**src/rtl/fd_pkg.sv**
```systemverilog
// Shared types and helpers for the fetch/decode instruction queue.
// One queue entry carries a fetched instruction together with its PC+1.
package fd_pkg;

  localparam int REGI_SIZE = 16;
  localparam logic [REGI_SIZE-1:0] NOP_INSTR = 16'h0;

  typedef struct packed {
    logic [REGI_SIZE-1:0] instr;
    logic [REGI_SIZE-1:0] next_pc;
  } fd_entry_t;

  // The caller truncates the result to the pointer width, so a power-of-two
  // depth wraps for free.
  function automatic int unsigned ptr_inc(input int unsigned ptr);
    return ptr + 1;
  endfunction

endpackage

```
**src/rtl/fetch_decode_queue_if.sv**
```systemverilog
// Handshake bundle between fetch, the instruction queue and decode.
// Handshakes: a transfer happens on a rising edge where valid and ready are both high.
interface fetch_decode_queue_if #(
  parameter int REGI_SIZE = 16,
  parameter int DEPTH     = 4
);
  logic                         in_valid_i;
  logic                         in_ready_o;
  logic [REGI_SIZE-1:0]         instr_i;
  logic [REGI_SIZE-1:0]         next_pc_i;
  logic                         flush_i;
  logic                         out_valid_o;
  logic                         out_ready_i;
  logic [REGI_SIZE-1:0]         instr_o;
  logic [REGI_SIZE-1:0]         next_pc_o;
  logic [$clog2(DEPTH+1)-1:0]   count_o;

  modport slave (
    input  in_valid_i, instr_i, next_pc_i, flush_i, out_ready_i,
    output in_ready_o, out_valid_o, instr_o, next_pc_o, count_o
  );

  modport master (
    output in_valid_i, instr_i, next_pc_i, flush_i, out_ready_i,
    input  in_ready_o, out_valid_o, instr_o, next_pc_o, count_o
  );
endinterface

```
**src/rtl/fd_queue_mem.sv**
```systemverilog
// Entry storage for the instruction queue: one write port, one asynchronous read port.
// The array has no reset; occupancy tracking in the parent decides what is meaningful.
module fd_queue_mem
  import fd_pkg::*;
#(
  parameter int DEPTH = 4,
  parameter int PTR_W = $clog2(DEPTH)
) (
  input  logic             clk_i,
  input  logic             wr_en_i,
  input  logic [PTR_W-1:0] wr_addr_i,
  input  fd_entry_t        wr_data_i,
  input  logic [PTR_W-1:0] rd_addr_i,
  output fd_entry_t        rd_data_o
);

  fd_entry_t mem [DEPTH];

  always_ff @(posedge clk_i) begin
    if (wr_en_i) begin
      mem[wr_addr_i] <= wr_data_i;
    end
  end

  assign rd_data_o = mem[rd_addr_i];

endmodule

```
**src/rtl/fetch_decode_queue.sv**
```systemverilog
// DEPTH-entry FIFO between fetch and decode with flush and a NOP bubble when empty.
// Full and popping still accepts a push, so decode never stalls fetch for a cycle needlessly.
module fetch_decode_queue
  import fd_pkg::*;
#(
  parameter int                   REGI_SIZE = fd_pkg::REGI_SIZE,
  parameter int                   DEPTH     = 4,
  parameter logic [REGI_SIZE-1:0] NOP_INSTR = fd_pkg::NOP_INSTR
) (
  input logic                 clk_i,
  input logic                 rst_i,
  fetch_decode_queue_if.slave bus
);

  localparam int PTR_W   = $clog2(DEPTH);
  localparam int COUNT_W = $clog2(DEPTH + 1);

  logic [PTR_W-1:0]   wr_ptr_q, wr_ptr_d;
  logic [PTR_W-1:0]   rd_ptr_q, rd_ptr_d;
  logic [COUNT_W-1:0] count_q, count_d;

  logic      push;
  logic      pop;
  logic      in_ready;
  logic      out_valid;
  logic      wr_en;
  fd_entry_t wr_entry;
  fd_entry_t rd_entry;

  assign out_valid = (count_q != '0);
  assign in_ready  = (count_q < COUNT_W'(DEPTH)) | bus.out_ready_i;
  assign push      = bus.in_valid_i & in_ready;
  assign pop       = out_valid & bus.out_ready_i;
  assign wr_en     = push & ~bus.flush_i;
  assign wr_entry  = '{instr: bus.instr_i, next_pc: bus.next_pc_i};

  always_comb begin
    wr_ptr_d = wr_ptr_q;
    rd_ptr_d = rd_ptr_q;
    count_d  = count_q;
    if (bus.flush_i) begin
      wr_ptr_d = '0;
      rd_ptr_d = '0;
      count_d  = '0;
    end else begin
      if (push) wr_ptr_d = PTR_W'(ptr_inc(32'(wr_ptr_q)));
      if (pop)  rd_ptr_d = PTR_W'(ptr_inc(32'(rd_ptr_q)));
      count_d = count_q + COUNT_W'(push) - COUNT_W'(pop);
    end
  end

  always_ff @(posedge clk_i) begin
    if (rst_i) begin
      wr_ptr_q <= '0;
      rd_ptr_q <= '0;
      count_q  <= '0;
    end else begin
      wr_ptr_q <= wr_ptr_d;
      rd_ptr_q <= rd_ptr_d;
      count_q  <= count_d;
    end
  end

  fd_queue_mem #(
    .DEPTH (DEPTH),
    .PTR_W (PTR_W)
  ) u_mem (
    .clk_i     (clk_i),
    .wr_en_i   (wr_en),
    .wr_addr_i (wr_ptr_q),
    .wr_data_i (wr_entry),
    .rd_addr_i (rd_ptr_q),
    .rd_data_o (rd_entry)
  );

  // Empty queue presents a bubble rather than stale storage.
  assign bus.in_ready_o  = in_ready;
  assign bus.out_valid_o = out_valid;
  assign bus.instr_o     = out_valid ? rd_entry.instr   : NOP_INSTR;
  assign bus.next_pc_o   = out_valid ? rd_entry.next_pc : '0;
  assign bus.count_o     = count_q;

  a_count_bound : assert property (@(posedge clk_i) disable iff (rst_i)
    count_q <= COUNT_W'(DEPTH));
  a_push_ready  : assert property (@(posedge clk_i) disable iff (rst_i)
    wr_en |-> in_ready);
  a_pop_nonempty: assert property (@(posedge clk_i) disable iff (rst_i)
    pop |-> (count_q != '0));

endmodule

```
**src/flat_wrapper.sv**
```systemverilog
// flat-port wrapper written by rule: the top's interface ports become plain ports
module fetch_decode_queue_flat import fd_pkg::*;
#(
  parameter int                   REGI_SIZE = fd_pkg::REGI_SIZE,
  parameter int                   DEPTH     = 4,
  parameter logic [REGI_SIZE-1:0] NOP_INSTR = fd_pkg::NOP_INSTR
)
  (clk_i, rst_i, bus_in_valid_i, bus_instr_i, bus_next_pc_i, bus_flush_i, bus_out_ready_i, bus_in_ready_o, bus_out_valid_o, bus_instr_o, bus_next_pc_o, bus_count_o);
  fetch_decode_queue_if #(.REGI_SIZE(REGI_SIZE), .DEPTH(DEPTH)) bus_i ();
  input logic clk_i;
  input logic rst_i;
  input wire logic [$bits(bus_i.in_valid_i)-1:0] bus_in_valid_i;
  input wire logic [$bits(bus_i.instr_i)-1:0] bus_instr_i;
  input wire logic [$bits(bus_i.next_pc_i)-1:0] bus_next_pc_i;
  input wire logic [$bits(bus_i.flush_i)-1:0] bus_flush_i;
  input wire logic [$bits(bus_i.out_ready_i)-1:0] bus_out_ready_i;
  output wire logic [$bits(bus_i.in_ready_o)-1:0] bus_in_ready_o;
  output wire logic [$bits(bus_i.out_valid_o)-1:0] bus_out_valid_o;
  output wire logic [$bits(bus_i.instr_o)-1:0] bus_instr_o;
  output wire logic [$bits(bus_i.next_pc_o)-1:0] bus_next_pc_o;
  output wire logic [$bits(bus_i.count_o)-1:0] bus_count_o;
  assign bus_i.in_valid_i = bus_in_valid_i;
  assign bus_i.instr_i = bus_instr_i;
  assign bus_i.next_pc_i = bus_next_pc_i;
  assign bus_i.flush_i = bus_flush_i;
  assign bus_i.out_ready_i = bus_out_ready_i;
  assign bus_in_ready_o = bus_i.in_ready_o;
  assign bus_out_valid_o = bus_i.out_valid_o;
  assign bus_instr_o = bus_i.instr_o;
  assign bus_next_pc_o = bus_i.next_pc_o;
  assign bus_count_o = bus_i.count_o;
  fetch_decode_queue #(.REGI_SIZE(REGI_SIZE), .DEPTH(DEPTH), .NOP_INSTR(NOP_INSTR)) u_core (.clk_i(clk_i), .rst_i(rst_i), .bus(bus_i));
endmodule
```
**config.mk**
```make
export PLATFORM = sky130hd
export DESIGN_NAME = fetch_decode_queue_flat
export DESIGN_NICKNAME = d
export VERILOG_FILES = /design/src/rtl/fd_pkg.sv /design/src/rtl/fetch_decode_queue_if.sv /design/src/rtl/fd_queue_mem.sv /design/src/rtl/fetch_decode_queue.sv /design/src/flat_wrapper.sv
export SDC_FILE = /design/constraint.sdc
export NUM_CORES = 1
export LEC_CHECK = 0
export CAP_MARGIN = 25
export CORE_MARGIN = 2
export CORE_UTILIZATION = 27
export CTS_CLUSTER_SIZE = 14
export DETAILED_ROUTE_END_ITERATION = 6
export DONT_BUFFER_PORTS = 1
export GPL_TIMING_DRIVEN = 1
export HOLD_SLACK_MARGIN = 0.03
export PLACE_DENSITY = 0.51
export SLEW_MARGIN = 40
export SYNTH_ARGS = -nofsm -noshare
export SYNTH_HDL_FRONTEND = slang
export SYNTH_SLANG_ARGS = --single-unit
```
**constraint.sdc**
```tcl
create_clock -name clk_i -period 2.12 [get_ports clk_i]
set_clock_uncertainty 0.15 [all_clocks]
set_input_delay 0.106 -clock clk_i [delete_from_list [all_inputs] [get_ports clk_i]]
set_output_delay 0.106 -clock clk_i [all_outputs]
set_load 0.01 [all_outputs]
```
=== After elaboration in Yosys (flattened, before gate mapping) ===
Memory sizes are Yosys's and may differ from the RTL's. A register that Yosys moved wholly into a read port is not among the register bits.
Cells that the tools add are included.

* Flip-flop bits (word level): 7
* Latch bits: 0
* Bits in writable memories: 128
* ROM bits: 0
* Input port bits: 37
* Output and inout port bits: 37
* Word-level logic and storage cells: 22
* Memories kept: 1

* Add/subtract/negate cells: 4
* $mul: 0
* Divide/modulo/power cells: 0
* $lt $le $gt $ge: 1
* Equal/unequal tests: 0
* Shifts and indexed selects: 0
* Mux-type cells: 6
* Bitwise gates (word level): 5
* Reductions and logical operators: 2

{| class="wikitable"
|+ Memories
! name !! depth !! bits a word !! read ports !! clocked after memory_dff !! wr ports !! RTL line !! RTL
|-
| u_core.u_mem.mem || 4 || 32 || 1 || 1 || 1 || fd_queue_mem.sv:17 || <nowiki>fd_entry_t mem [DEPTH];</nowiki>
|}

{| class="wikitable"
|+ Operators with widths
! cell !! count
|-
| 2-to-1 mux 16 bit || 2
|-
| adder 2 x 1 -> 2 bit, second input constant || 2
|-
| 2-to-1 mux 2 bit || 2
|-
| adder 3 x 1 -> 3 bit || 1
|-
| AND 1 bit || 3
|-
| less-than comparator 3 bit, second input constant || 1
|-
| nonzero test 3 bit || 1
|-
| subtractor 3 x 1 -> 3 bit || 1
|-
| 2-to-1 mux 1 bit || 2
|-
| OR reduction 2 bit || 1
|-
| inverter 1 bit || 1
|-
| OR 1 bit || 1
|}

=== Logic depth before layout (Yosys ltp) ===
* Word-level depth: 6
* Gate-level depth with buffers: 9
* Mapped depth without buffers: 9

=== Hierarchy ===
From an unflattened synthesis, not the netlist that was laid out.

* Cells, all modules: 250
* Area total of the unflattened synthesis: 5272.6 um^2

{| class="wikitable"
|+ By module, submodules not included
! module !! times used !! cells an instance !! area an instance (um^2) !! seq. area each (um^2)
|-
| fd_queue_mem || 1 || 171 || 4689.5 || 3843.7
|-
| fetch_decode_queue || 1 || 79 || 583.1 || 140.1
|}

=== Worst setup path before layout ===
No wires, ideal clock.

* Path type: reg2reg
* Start point: register u_core.count_q[2], in the netlist u_core.bus.count_o[2]
* End point: register u_core.count_q[2], in the netlist u_core.bus.count_o[2]
* Library setup time: 0.124 ns
* Data arrival time: 1.950 ns
* Required time: 1.846 ns
* Path slack: -0.104 ns
* Stages on the path, launching flop included: 10
* Buffers on the path: 0
* Clock period less this slack: 2.224 ns
* Cells stage by stage: dfxtp_1 > o31ai_1 > inv_1 > ha_1 > inv_1 > ha_1 > fa_1 > xnor2_1 > xnor2_1 > nor2_1

* Elaborated cells between the ends (all ways): 7
* Those cells by class: add/sub: 2; order compare: 1; bitwise: 3; reduce/logical: 1

{| class="wikitable"
|+ RTL lines
! element !! RTL line !! RTL
|-
| from (decl) || fetch_decode_queue.sv:20 || <nowiki>logic [COUNT_W-1:0] count_q, count_d;</nowiki>
|-
| from (signal assigned) || fetch_decode_queue.sv:60 || <nowiki>count_q <= count_d;</nowiki>
|-
| nonzero test 3 bit || fetch_decode_queue.sv:30 || <nowiki>assign out_valid = (count_q != '0);</nowiki>
|-
| AND 1 bit || fetch_decode_queue.sv:33 || <nowiki>assign pop = out_valid & bus.out_ready_i;</nowiki>
|-
| net u_core.pop || fetch_decode_queue.sv:23 || <nowiki>logic pop;</nowiki>
|-
| subtractor 3 x 1 -> 3 bit || fetch_decode_queue.sv:48 || <nowiki>count_d = count_q + COUNT_W'(push) - COUNT_W'(pop);</nowiki>
|}

The timed path passes the listed nets, and every way through them passes these cells.
A chain may end at the register's enable or synchronous reset.

=== Worst setup path in the final report ===
* Start point: input port rst_i
* End point: register u_core.wr_ptr_q[0]

* Word-level cells in the longest chain between the ends: 1

{| class="wikitable"
|+ RTL lines
! element !! RTL line !! RTL
|-
| from (decl) || flat_wrapper.sv:11 || <nowiki>input logic rst_i;</nowiki>
|-
| OR reduction 2 bit (no source line) || n/a ||
|-
| to (signal assigned) || fetch_decode_queue.sv:58 || <nowiki>wr_ptr_q <= wr_ptr_d;</nowiki>
|-
| to (decl) || fetch_decode_queue.sv:18 || <nowiki>logic [PTR_W-1:0] wr_ptr_q, wr_ptr_d;</nowiki>
|}

No other way between the ends.

==> impl_metrics.json <==
{
  "cts_tree": "done",
  "worstSetupEndpointType": "register",
  "drc": 0,
  "clkTransAtPathRegs_ns": 0.05,
  "cts_root_buf": "clkbuf_16",
  "die_h_um": 145,
  "portBuffers": 0,
  "drive_gt1_share_pct": 26.0,
  "place_congestion": 0.683,
  "synth_seq_area_share_pct": 75.5,
  "die_area_um2": 20900,
  "finalWirelength_um": 10300,
  "startpoint_type": "input pin",
  "ys_warn_count": 0,
  "hold_viol_final": 0,
  "leakagePower_nw": 2.16,
  "yosysTopAreaCell": "edfxtp_1",
  "setup_viol": 0,
  "synth_area_um2": 5330,
  "cap_violations": 0,
  "hp-class": "in -> reg",
  "grt_pass1_wl_um": 15700,
  "grt_overflow_total": 0,
  "core_area_um2": 19400,
  "power.total_w": 0.00645,
  "clock_sinks": 137,
  "synth_top_cell_area_share_pct": 72.1,
  "cp_max_fo": 7,
  "synth_edf_count": 128,
  "insertedDiodeCount": 0,
  "post_cts_buffers": 0,
  "worst_ep_arrival_time_ns": 2.31,
  "syn_area_per_cell_um2": 20.6,
  "stdcell_area_um2": 6750,
  "rsz0062_at_grt": "true",
  "post_drt_via_cell_ratio": 4.24,
  "synth_seq_cells": 137,
  "io_pins": 74,
  "synth.most_common_cell": "edfxtp_1",
  "routedWlPerCell_um": 17.3,
  "cts-buffers-inserted": 17,
  "cts_max_level": 4,
  "syn-num-nets": 303,
  "period_share_pct": 99.1,
  "layout.nets": 365,
  "synth_area_leaders": "edfxtp_1 72%, mux4_2 14%, nor2b_1 3.5%",
  "tns_ns": 0,
  "holdWs_ns": 0.166,
  "grt.total_usage_pct": 10.7,
  "async_flop_share_pct": 0,
  "drt-initial-drc-count": 103,
  "die_w_um": 145,
  "hpwl_um": 6330,
  "synth_top_flop_cell": "edfxtp_1",
  "clk_latency_ns": 0.42,
  "route.vias.total": 2530,
  "power.density_nw_per_um2": 956,
  "drtPass1Iterations": 4,
  "tightest_slew_ns": 0.350,
  "syn2layout_area_growth_pct": 26.6,
  "synth_commonest_cells": "128 x edfxtp_1, 32 x mux4_2, 30 x nor2b_1, 12 x inv_1, 9 x dfxtp_1",
  "grt_pass1_vias": 2699,
  "vdd_drop_max_uv": 555,
  "postPlaceCellArea_um2": 5780,
  "fmax_mhz": 476,
  "syn_inst": 259,
  "outcome": "completed",
  "period_needed_ns": 2.10,
  "final_max_slew_viol_count": 0,
  "relSlewSlack_pct": 76.6,
  "antenna_found_initial": 0,
  "initial_core_util_pct": 27.5,
  "cp.required_ns": 2.33,
  "clockBufferDepth": 2,
  "ant_nets": 0,
  "path_class": "in -> reg",
  "synth_cell_types": 25,
  "rows": 51,
  "grt_max_degree": 33
}
[area by class of cell]
| cell class | count | area [um2] |
|---|---|---|
| Timing Repair Buffer | 54 | 567 |
| Inverter | 12 | 45.0 |
| Multi-Input combinational cell | 99 | 1220 |
| Clock buffer | 18 | 429 |
| Sequential cell | 137 | 4030 |
| Clock inverter | 11 | 133 |
| Fill cell | 1867 | 12600 |
| Tap cell | 265 | 332 |
[per-stage QoR]
step	std cells	setup WS [ns]	utilization [%]
after floorplan	259	-0.0426	-
after global placement	529	-0.00739	29.8
after detailed placement	529	-0.0590	29.8
after CTS	596	0.00772	34.7
after global routing	596	-0.0353	34.8
final	596	0.0200	34.8
[logic make-up after synthesis]
kind of cell,count (synthesis),share of synthesized area (%)
DFF,137,75.5
and+or+nand+nor,50,5.61
muxes,32,13.5
buffers and inverters,23,2.42
AOI/OAI and AO/OA,7,0.704
adders and majority gates,7,1.78
xor gates and xnor gates,3,0.493
[placed cells by master, fill, tap and decap left out, types with 4 or more instances in the layout]
cell type,synthesis,final
buf_12,1,5
dlygate4sd3_1,0,38
nor2b_1,30,30
and2_2,0,4
buf_4,0,10
dfxtp_1,9,6
nor2_1,6,6
mux4_2,32,32
clkbuf_16,0,17
ha_1,6,5
edfxtp_1,128,128
inv_1,12,12
[state kept, by name, indices dropped and copies added (netlist names), named ones only]
signal              cells
u_core.wr_ptr_q         2
u_core.bus.count_o      3
u_core.u_mem.mem      128
u_core.rd_ptr_q         2
[worst max-delay path, stage by stage]
cell,delay (ns)
dlygate4sd3_1,0.53
or2_2,0.29
dlygate4sd3_1,0.68
a21oi_1,0.15
dlygate4sd3_1,0.55
[power by group]
part           total, W  internal, W  switching (W)
logic          0.000609     0.000261       0.000348
registers       0.00304      0.00302      0.0000199
clock network   0.00280      0.00181       0.000995
[worst paths after layout]
path	startpoint	endpoint	slack, ns	depth (start not counted)
hold / removal	bus_flush_i	u_core.u_mem.mem[1][26]	0.17	3
hold reg to reg	u_core.rd_ptr_q[1]	register	0.35	2
setup reg to reg	u_core.bus.count_o[1]	u_core.bus.count_o[2]	0.06	9
setup / recovery	rst_i	u_core.wr_ptr_q[0]	0.02	5
[layer usage]
layer	wire [um]	share of wire [%]	up-vias	global-route usage (%)
met5	0	0	-	0
met4	128	1.2	0	3.68
met3	836	8.1	11	5.66
met2	5400	53	61	17.8
met1	3910	38	1324	11.9
li1	-	-	1134	-
[repair_timing]
item,4_1_cts,5_1_grt
cloned,0,0
hold buffers,38,0
pin swaps,1,0
gates resized for setup,2,3
endpoints found under the hold margin,137,0
setup endpoints to repair,1,14
Note: power is estimated with default switching activity, not from simulation.
